===== src/rtl/mini16_code_loader.sv =====
// rtl/mini16_code_loader.sv - boot loader: byte stream to mini16 instruction memory, XOR-checked
// Holds the CPU in reset until a length-prefixed little-endian image with a good checksum has been written.
module mini16_code_loader #(
  parameter int WIDTH_I = 16,
  parameter int DEPTH_I = 8
) (
  input  logic               clk,
  input  logic               reset,
  input  logic               s_valid,
  input  logic [7:0]         s_data,
  output logic               s_ready,
  input  logic               load_req,
  output logic               cpu_reset,
  output logic [DEPTH_I-1:0] mem_i_w_addr,
  output logic [WIDTH_I-1:0] mem_i_w_data,
  output logic               mem_i_we,
  output logic               done,
  output logic               error
);

  typedef enum logic [2:0] {
    S_LEN_LO,
    S_LEN_HI,
    S_DATA_LO,
    S_DATA_HI,
    S_CSUM,
    S_RUN,
    S_ERR
  } state_t;

  localparam logic [16:0] MAX_WORDS = 17'(2 ** DEPTH_I);

  state_t      state;
  state_t      state_next;
  logic [15:0] count;
  logic [15:0] word_cnt;
  logic [7:0]  low_byte;
  logic [7:0]  csum;
  logic        accept;
  logic [15:0] len_full;
  logic        too_long;
  logic        last_word;
  logic        csum_ok;

  always_comb begin
    s_ready = 1'b0;
    case (state)
      S_LEN_LO, S_LEN_HI, S_DATA_LO, S_DATA_HI, S_CSUM: s_ready = 1'b1;
      default: s_ready = 1'b0;
    endcase
  end

  always_comb begin
    accept     = s_valid & s_ready;
    len_full   = {s_data, count[7:0]};
    too_long   = {1'b0, len_full} > MAX_WORDS;
    last_word  = (word_cnt + 16'd1) == count;
    csum_ok    = s_data == csum;
    state_next = state;
    // load_req wins over a same-cycle accept; that byte is swallowed
    if (load_req) begin
      state_next = S_LEN_LO;
    end else if (accept) begin
      case (state)
        S_LEN_LO:  state_next = S_LEN_HI;
        S_LEN_HI: begin
          if (too_long)              state_next = S_ERR;
          else if (len_full == 16'd0) state_next = S_CSUM;
          else                        state_next = S_DATA_LO;
        end
        S_DATA_LO: state_next = S_DATA_HI;
        S_DATA_HI: state_next = last_word ? S_CSUM : S_DATA_LO;
        S_CSUM:    state_next = csum_ok ? S_RUN : S_ERR;
        default:   state_next = state;
      endcase
    end
  end

  always_ff @(posedge clk) begin
    if (reset) begin
      state        <= S_LEN_LO;
      count        <= 16'd0;
      word_cnt     <= 16'd0;
      low_byte     <= 8'd0;
      csum         <= 8'd0;
      cpu_reset    <= 1'b1;
      done         <= 1'b0;
      error        <= 1'b0;
      mem_i_we     <= 1'b0;
      mem_i_w_addr <= '0;
      mem_i_w_data <= '0;
    end else begin
      state    <= state_next;
      mem_i_we <= 1'b0;
      if (load_req) begin
        count     <= 16'd0;
        word_cnt  <= 16'd0;
        csum      <= 8'd0;
        cpu_reset <= 1'b1;
        done      <= 1'b0;
        error     <= 1'b0;
      end else if (accept) begin
        if (state != S_CSUM) csum <= csum ^ s_data;
        case (state)
          S_LEN_LO:  count[7:0] <= s_data;
          S_LEN_HI: begin
            count[15:8] <= s_data;
            if (too_long) error <= 1'b1;
          end
          S_DATA_LO: low_byte <= s_data;
          S_DATA_HI: begin
            mem_i_we     <= 1'b1;
            mem_i_w_addr <= word_cnt[DEPTH_I-1:0];
            mem_i_w_data <= WIDTH_I'({s_data, low_byte});
            word_cnt     <= word_cnt + 16'd1;
          end
          S_CSUM: begin
            if (csum_ok) begin
              cpu_reset <= 1'b0;
              done      <= 1'b1;
            end else begin
              error <= 1'b1;
            end
          end
          default: ;
        endcase
      end
    end
  end

endmodule


===== config.mk =====
export PLATFORM = sky130hd
export DESIGN_NAME = mini16_code_loader
export DESIGN_NICKNAME = d
export VERILOG_FILES = /design/src/rtl/mini16_code_loader.sv
export SDC_FILE = /design/constraint.sdc
export NUM_CORES = 1
export LEC_CHECK = 0
export CORE_MARGIN = 1
export CORE_UTILIZATION = 30
export DETAILED_ROUTE_END_ITERATION = 6
export PLACE_DENSITY = 0.46
export SETUP_SLACK_MARGIN = 0.4
export SLEW_MARGIN = 40
export SYNTH_ARGS = -nofsm -noshare
export SYNTH_HDL_FRONTEND = slang
export SYNTH_SLANG_ARGS = --single-unit

===== constraint.sdc =====
create_clock -name clk -period 2.9 [get_ports clk]
set_input_delay 0.29 -clock clk [delete_from_list [all_inputs] [get_ports clk]]
set_output_delay 0.29 -clock clk [all_outputs]
set_load 0.02 [all_outputs]

* Yosys cells after proc, flatten, opt, wreduce, memory -nomap -nowiden *
Index checks and enable logic that the tools add are counted.

storage, ports and cells
  bits in registers = 79
  input bits = 12
  output and inout bits = 29

operators by class
  $add $sub $neg = 1
  magnitude comparators = 1
  equality and inequality tests = 9
  mux-type cells = 10
  bitwise operators = 4
  reduce and logical (&&, ||, !) cells = 16

operator list
  kind                                                                              number
  16-bit by 1-bit adder with 16-bit output, second input constant                   1
  16-bit equality test                                                              1
  16-bit by 9-bit greater-than comparator with 1-bit output, second input constant  1
  16-bit zero test                                                                  1
  3-bit one-hot mux with 5 select lines                                             1
  2-bit AND reduction                                                               5
  3-bit two-way mux                                                                 3
  3-bit AND reduction                                                               3
  8-bit equality test                                                               1
  8-bit XOR                                                                         1
  3-bit by 2-bit equality test with 1-bit output, second input constant             2
  5-bit nonzero test                                                                1
  5-bit OR reduction                                                                1
  1-bit two-way mux                                                                 4
  2-bit != test, second input constant                                              2
  4-bit AND reduction                                                               1
  3-bit by 1-bit equality test with 1-bit output, second input constant             1
  3-bit equality test, second input constant                                        1
  3-bit zero test                                                                   1
  3-bit != test, second input constant                                              1
  3-bit OR reduction                                                                1
  2-bit two-way mux                                                                 1
  1-bit inverter                                                                    2
  1-bit one-hot mux with 2 select lines                                             1
  other kinds (3)                                                                   3

* Longest topological paths before layout *
Gate-level depths: netlist (run 1).

  word-level depth = 6
  gate-level depth with buffers = 8
  mapped depth without buffers = 8

* Worst setup path after synthesis (run 1) *
Ideal clock, no wire load.

  path type = reg2reg
  from = register word_cnt[0]
  to = register state[2]
  library setup time = 60 ps
  data arrival time = 2274 ps
  required time = 2840 ps
  slack = 566 ps
  cell stages (with the launch flop) = 9
  clock period less this slack = 2334 ps
  path through = dfxtp_1 -> ha_1 -> nand3_4 -> or4_4 -> xnor2_1 -> a21oi_1 -> o221ai_2 -> o41ai_2 -> a32o_1

on the way
  word-level cells in the longest chain between the ends = 4

RTL lines
  element                                   line  text
  start: declaration                        36    logic [15:0] word_cnt;
  start signal: assignment                  115   word_cnt <= word_cnt + 16'd1;
  16-bit by 1-bit adder with 16-bit output  57    last_word = (word_cnt + 16'd1) == count;
  16-bit equality test                      57
  3-bit two-way mux                         72    S_DATA_HI: state_next = last_word ? S_CSUM : S_DATA_LO;
  3-bit one-hot mux with 5 select lines     64    case (state)
  end signal: assignment                    93    state <= state_next;
  end: declaration                          33    state_t state;

Every way passes these cells.
A chain may end at the register's enable or synchronous reset.

* Final worst setup path (run 1) *
Same ends and word-level chain as after synthesis.

==> flow_metrics.tcl, run 1 <==
set metrics [dict create \
    cellInternalPower_mw 1.90 \
    cts_made_buffers 9 \
    p_per_area_nw_per_um2 542 \
    leakage_nw 1.59 \
    h-tree-depth 3 \
    vias_per_cell 4.89 \
    finClkSkew_ns 0.00528 \
    synth.avg_cell_area_um2 8.09 \
    async_reset_ff_share_pct 0 \
    cts.sinks 79 \
    cp_data_arrival_time_ns 2.65 \
    die_w_um 113 \
    synth.area.top_cells "dfxtp_1 (43%), nand2_1 (11%), xor2_1 (7.2%)" \
    finalHoldViolCount 0 \
    core-area_um2 12000 \
    crit_end "state[2]$_SDFFE_PP0P_" \
    synth_edf_count 0 \
    p_comb_share_pct 5.5 \
    crit_start "word_cnt[0]$_SDFFE_PP0P_" \
    peakVddDrop_mv 0.281 \
    r2r-start "word_cnt[0]$_SDFFE_PP0P_" \
    grt_pass1_vias 3009 \
    grt_start_max_net_pins 45 \
    clk_pin_slew_ns 0.06 \
    yosys.area.top_type_share_pct 43.2 \
    initial_core_util_pct 30.6 \
    yosys-top-cells-count "nand2_1 (105), dfxtp_1 (79), a21oi_1 (51), nor2_1 (45), xor2_1 (30)" \
    diodes 0 \
    rows 40 \
    yosysTopAreaCell "dfxtp_1" \
    outcome "complete, no violations" \
    synth_seq_cells 79 \
    die-area_um2 12700 \
    yosys_warnings 0 \
    critPathMaxFanout 7 \
    cp_slowest_cell "or4_4" \
    wl_per_cell_um 14.5 \
    period_share_pct 81.8 \
    postLayoutSetupSlackWorst_ns 0.528 \
    switching_share_pct 22.3 \
    regToRegSetupSlack_ns 0.53 \
    p_sw_uw 546 \
    grt_pass1_wl_mm 15.3 \
    grtUsageTotal_pct 15.6 \
    max_cap_violations 0 \
    clkLatencyLatePin_ns 0.34 \
    fp.dieH_um 113 \
    preCtsSetupSlack_ns 0.319 \
    yosysUniqueCellTypes 42 \
    root_buffer "clkbuf_16" \
    max_freq_mhz 422 \
    fin_nets 499 \
    worstMarginPinSlew_ns 0.533 \
    synth-seq-area-share_pct 43.2 \
    drc 0 \
    synth_most_common_cell "nand2_1" \
    hold_class "reg -> reg" \
    worstSetupEndpointType "flop" \
    crit_required_ns 3.18 \
    gr-total-overflow 0 \
    setup_viol 0 \
    finalCriticalPeriod_ns 2.37 \
    drive_gt1_share_pct 8.16 \
    fin_area_um2 4510 \
    io_pins 41 \
    slew_headroom_pct 64.4 \
    clkPwrFrac_pct 49.1 \
    place_congestion 0.858 \
    ant_nets 0 \
    synth_nets 466 \
    drt_first_pass_iters 4 \
    drt-total-wl_mm 9.27 \
    rr_worst_depth 8 \
    antenna_found_initial 0 \
    p_seq_share_pct 45.4 \
    synth_cells 453 \
    post_dp_cell_area_um2 4170 \
    clock_path_buffers 2 \
    startpoint_type "flop" \
    slew_viol_final 0 \
    cp_cell_sequence "ha_4, nand3_4, or4_4, xnor2_1, a21oi_1, o221ai_2, o41ai_4, a32o_1" \
    tns_ns 0 \
    cp_slowest_stage_delay_ns 0.54 \
    num_vias 3114 \
    final_core_util_pct 37.7 \
    rsz0062_at_grt "false" \
    hold_buffers 0 \
    synthFlopType "dfxtp_1" \
    drtIter0Drc 143 \
    hpwl_mm 6.45 \
    cts_tree "yes" \
    r2r-end "state[2]$_SDFFE_PP0P_" \
    syn_to_final_growth_pct 22.9 \
    portBuffers 40 \
    crit_type "reg -> reg" \
    syn_area_um2 3660 \
]
## critical path, delay by kind of cell, from the launching register on
kind,cells,cell delay (ns)
compound gates,4,0.89
xor+xnor,1,0.15
fa+ha+maj,1,0.20
flops,1,0.42
simple gates,2,0.64
## metal layers
layer	global-route usage, %	vias to the layer above	wire, um
li1	-	1575	-
met1	19.9	1470	4490
met2	25.6	57	4340
met3	2.97	12	281
met4	6.84	0	157
met5	0	-	0
## power groups by stage
stage               registers (mW)  clock network [mW]  logic [mW]
floorplan                     1.13                   0      0.0853
global placement              1.13                   0       0.134
detailed placement            1.13                   0       0.135
CTS                           1.11                1.23       0.136
global route                  1.11                1.28       0.149
finish                        1.11                1.20       0.135
## kinds of logic (layout without fill, tap and decap cells)
| logic type | Yosys count | after routing | share of synthesized area (%) |
|---|---|---|---|
| XOR/XNOR | 50 | 50 | 11.9 |
| adder cells (fa/ha/maj) | 1 | 1 | 0.341 |
| flip-flops | 79 | 79 | 43.2 |
| AND/OR/NAND/NOR | 203 | 203 | 25.3 |
| AO/OA/AOI/OAI | 76 | 76 | 11.6 |
| buffers and inverters | 36 | 73 | 5.53 |
| multiplexers | 8 | 8 | 2.19 |
## worst min-delay path by stage
stage	start	endpoint	slack, ns	cells after the start
finish	mem_i_w_data[3]$_SDFFE_PP0P_	mem_i_w_data[3]$_SDFFE_PP0P_	0.45	2
global route	mem_i_w_addr[1]$_SDFFE_PP0P_	mem_i_w_addr[1]$_SDFFE_PP0P_	0.47	2
CTS	low_byte[6]$_SDFFE_PP0P_	mem_i_w_data[6]$_SDFFE_PP0P_	0.45	2
detailed placement	low_byte[6]$_SDFFE_PP0P_	mem_i_w_data[6]$_SDFFE_PP0P_	0.44	2
global placement	mem_i_w_data[13]$_SDFFE_PP0P_	mem_i_w_data[13]$_SDFFE_PP0P_	0.44	2
floorplan	load_req	cpu_reset$_SDFFE_PP1P_	0.41	2
## per-stage QoR
| stage | hold WS, ns | cells | total power [mW] |
|---|---|---|---|
| 6_report | 0.452 | 637 | 2.44 |
| 5_1_grt | 0.471 | 637 | 2.53 |
| 4_1_cts | 0.454 | 637 | 2.48 |
| 3_5_place_dp | 0.445 | 622 | 1.27 |
| 3_3_place_gp | 0.443 | 622 | 1.27 |
| 2_1_floorplan | 0.412 | 453 | 1.21 |
## state kept, by name (all words and copies together), names as in the netlist
name / flops
low_byte: 8
cpu_reset: 1
state: 3
mem_i_we: 1
csum: 8
count: 16
error: 1
mem_i_w_data: 16
done: 1
mem_i_w_addr: 8
word_cnt: 16
## what timing repair did
action,CTS,global route
setup buffers,0,0
endpoints found under the setup margin,2,2
endpoints found under the hold margin,0,0
resized for setup,2,5
## layout by cell type (no fill, tap or decap), drive strengths merged, types with 2 or more instances in the layout
master         count
clkdlybuf4s50     40
nand4              7
and4               2
and3               3
or4                2
mux2i              8
xnor2             20
nand2            105
nand3             11
nor2              45
or3                4
o21ai             15
clkbuf             9
nor3               4
buf               13
bufinv             2
nor4               7
a31oi              2
nor2b              5
a21oi             51
clkinv             3
dfxtp             79
xor2              30
nand4b             2
inv                5
and2               2
## layout make-up
type | instances | area, um^2
Multi-Input combinational cell | 338 | 1910
Timing Repair Buffer | 53 | 498
Inverter | 5 | 18.8
Tap cell | 147 | 184
Clock buffer | 9 | 225
Clock inverter | 6 | 86.3
Sequential cell | 79 | 1590
Fill cell | 1233 | 7460
Power figures use the tool's default switching activity.
==> inputs of run 2 (changes only) <==
==> constraint.sdc (replaced) <==
create_clock -name clk -period 2.25 [get_ports clk]
set_input_delay 0.225 -clock clk [delete_from_list [all_inputs] [get_ports clk]]
set_output_delay 0.225 -clock clk [all_outputs]
set_load 0.02 [all_outputs]
==> flow_metrics.tcl, run 2 (synthesis results as in run 1) <==
set metrics [dict create \
    outcome "complete, no violations" \
    cts.sinks 79 \
    setup_viol 0 \
    vias_per_cell 4.90 \
    r2r-start "word_cnt[0]$_SDFFE_PP0P_" \
    final_core_util_pct 40.3 \
    core-area_um2 12000 \
    max_cap_violations 0 \
    grt_pass1_vias 3230 \
    num_vias 3260 \
    hold_buffers 0 \
    crit_required_ns 2.52 \
    io_pins 41 \
    hold_start "s_data[4]" \
    diodes 0 \
    syn_to_final_growth_pct 31.5 \
    drtIter0Drc 114 \
    fin_nets 526 \
    grtUsageTotal_pct 16.2 \
    final_cells 665 \
    startpoint_type "flop" \
    root_buffer "clkbuf_16" \
    wl_per_cell_um 14.8 \
    grt_start_max_net_pins 35 \
    largestRegisters "count x16, mem_i_w_data x16, word_cnt x16" \
    most-common-layout-cells "nand2_1 (104), dfxtp_1 (74), a21oi_1 (49)" \
    crit_start "word_cnt[0]$_SDFFE_PP0P_" \
    antenna_found_initial 0 \
    max_freq_mhz 458 \
    h-tree-depth 3 \
    leakage_nw 1.75 \
    drt_first_pass_iters 4 \
    dp.cells 642 \
    hpwl_mm 6.71 \
    clk_pin_slew_ns 0.06 \
    p_per_area_nw_per_um2 641 \
    finalHoldViolCount 0 \
    die-area_um2 12700 \
    place_congestion 0.799 \
    cts_made_buffers 9 \
    cp_data_arrival_time_ns 2.45 \
    layout_commonest_cell "nand2_1" \
    period_share_pct 96.9 \
    die_w_um 113 \
    grt_pass1_wl_mm 16.0 \
    finClkSkew_ns 0.00742 \
    slew_viol_final 0 \
    drc 0 \
    peakVddDrop_mv 0.389 \
    slew_headroom_pct 74.3 \
    fp.dieH_um 113 \
    drive_gt1_share_pct 16.0 \
    hold_class "in -> reg" \
    gr-total-overflow 0 \
    critPathMaxFanout 5 \
    ant_nets 0 \
    rows 40 \
    portBuffers 40 \
    clock_path_buffers 2 \
    crit_type "reg -> reg" \
    initial_core_util_pct 30.6 \
    clkLatencyLatePin_ns 0.33 \
    rsz0062_at_grt "true" \
    finalCriticalPeriod_ns 2.18 \
    worstMarginPinSlew_ns 0.384 \
    drt-total-wl_mm 9.81 \
    worstSetupEndpointType "flop" \
    cts_tree "yes" \
]
## run 2: cell types whose count changed in the layout (fill, tap and decap cells not counted), sizes merged
cell,delta
buf,+27
clkbuf,+2
clkdlybuf4s50,-2
bufinv,-1
clkinv,-1
clkinvlp,+1
dlygate4sd2,+1
dlymetal6s2s,+1
## run 2: what timing repair did
action                                 in CTS  in global routing
pin swaps                                   6                 11
setup endpoints to repair                   7                 10
endpoints found under the hold margin       0                  0
setup buffers                               5                  2
gates resized for setup                     9                 18
## run 2: path summary, 6_finish.rpt
check / cells past startpoint / slack [ns] / end
setup / recovery: 9 / 0.07 / state[2]$_SDFFE_PP0P_
hold / removal: 4 / 0.36 / count[4]$_SDFFE_PP0P_
setup reg to reg: 9 / 0.07 / state[2]$_SDFFE_PP0P_
hold reg to reg: 2 / 0.46 / mem_i_w_addr[5]$_SDFFE_PP0P_
## run 2: per-layer routing
metal | GRT usage (%) | part of all wire (%)
met1 | 19.7 | 45
met2 | 27.3 | 48
met3 | 3.51 | 4.7
met4 | 7.64 | 2.3
met5 | 0 | 0
## run 2: power breakdown
part / internal [mW] / leakage, nW / total, mW / switching, mW
combinational: 0.0766 / 0.972 / 0.187 / 0.111
sequential: 1.41 / 0.641 / 1.43 / 0.0164
clock: 0.890 / 0.142 / 1.48 / 0.586
total: 2.38 / 1.75 / 3.09 / 0.713
## run 2: cell type report
class	count	area, um^2
fill	1213	7140
multi-input combinational	338	2000
sequential	79	1600
timing repair buffer	80	722
clock buffer	11	243
tap	147	184
clock inverter	5	58.8
inverter	5	18.8
## run 2: metrics by stage
| stage | hold slack [ns] | setup slack, ns | TNS [ns] | total power, mW | cell area [um^2] |
|---|---|---|---|---|---|
| finish | 0.357 | 0.0687 | 0 | 3.09 | 4820 |
| global route | 0.366 | -0.0296 | -0.0296 | 3.20 | 4820 |
| CTS | 0.457 | -0.0531 | -0.0803 | 3.12 | 4720 |
| detailed placement | 0.448 | -0.0500 | -0.0802 | 1.64 | 4350 |
| global placement | 0.445 | -0.0145 | -0.0145 | 1.64 | 4350 |
| floorplan | 0.347 | 0.251 | 0 | 1.56 | 3680 |
## run 2: worst max-delay path, cell delays in order (launching register included)
cell       delay, ns
dfxtp_4         0.36
ha_4            0.15
buf_6           0.11
and3_4          0.21
nand3_4         0.09
xnor2_2         0.14
nor4_2          0.22
o2111ai_2       0.20
o41ai_4         0.43
a32o_1          0.21
==> inputs of run 3 (changes only) <==
--- a/config.mk
+++ b/config.mk
@@ -7,6 +7,7 @@
 export LEC_CHECK = 0
 export CORE_MARGIN = 1
 export CORE_UTILIZATION = 30
+export CTS_CLUSTER_SIZE = 20
 export DETAILED_ROUTE_END_ITERATION = 6
 export PLACE_DENSITY = 0.46
 export SETUP_SLACK_MARGIN = 0.4
==> results of run 3 <==
The final DEF is identical to that of run 2; final timing and power are the same.
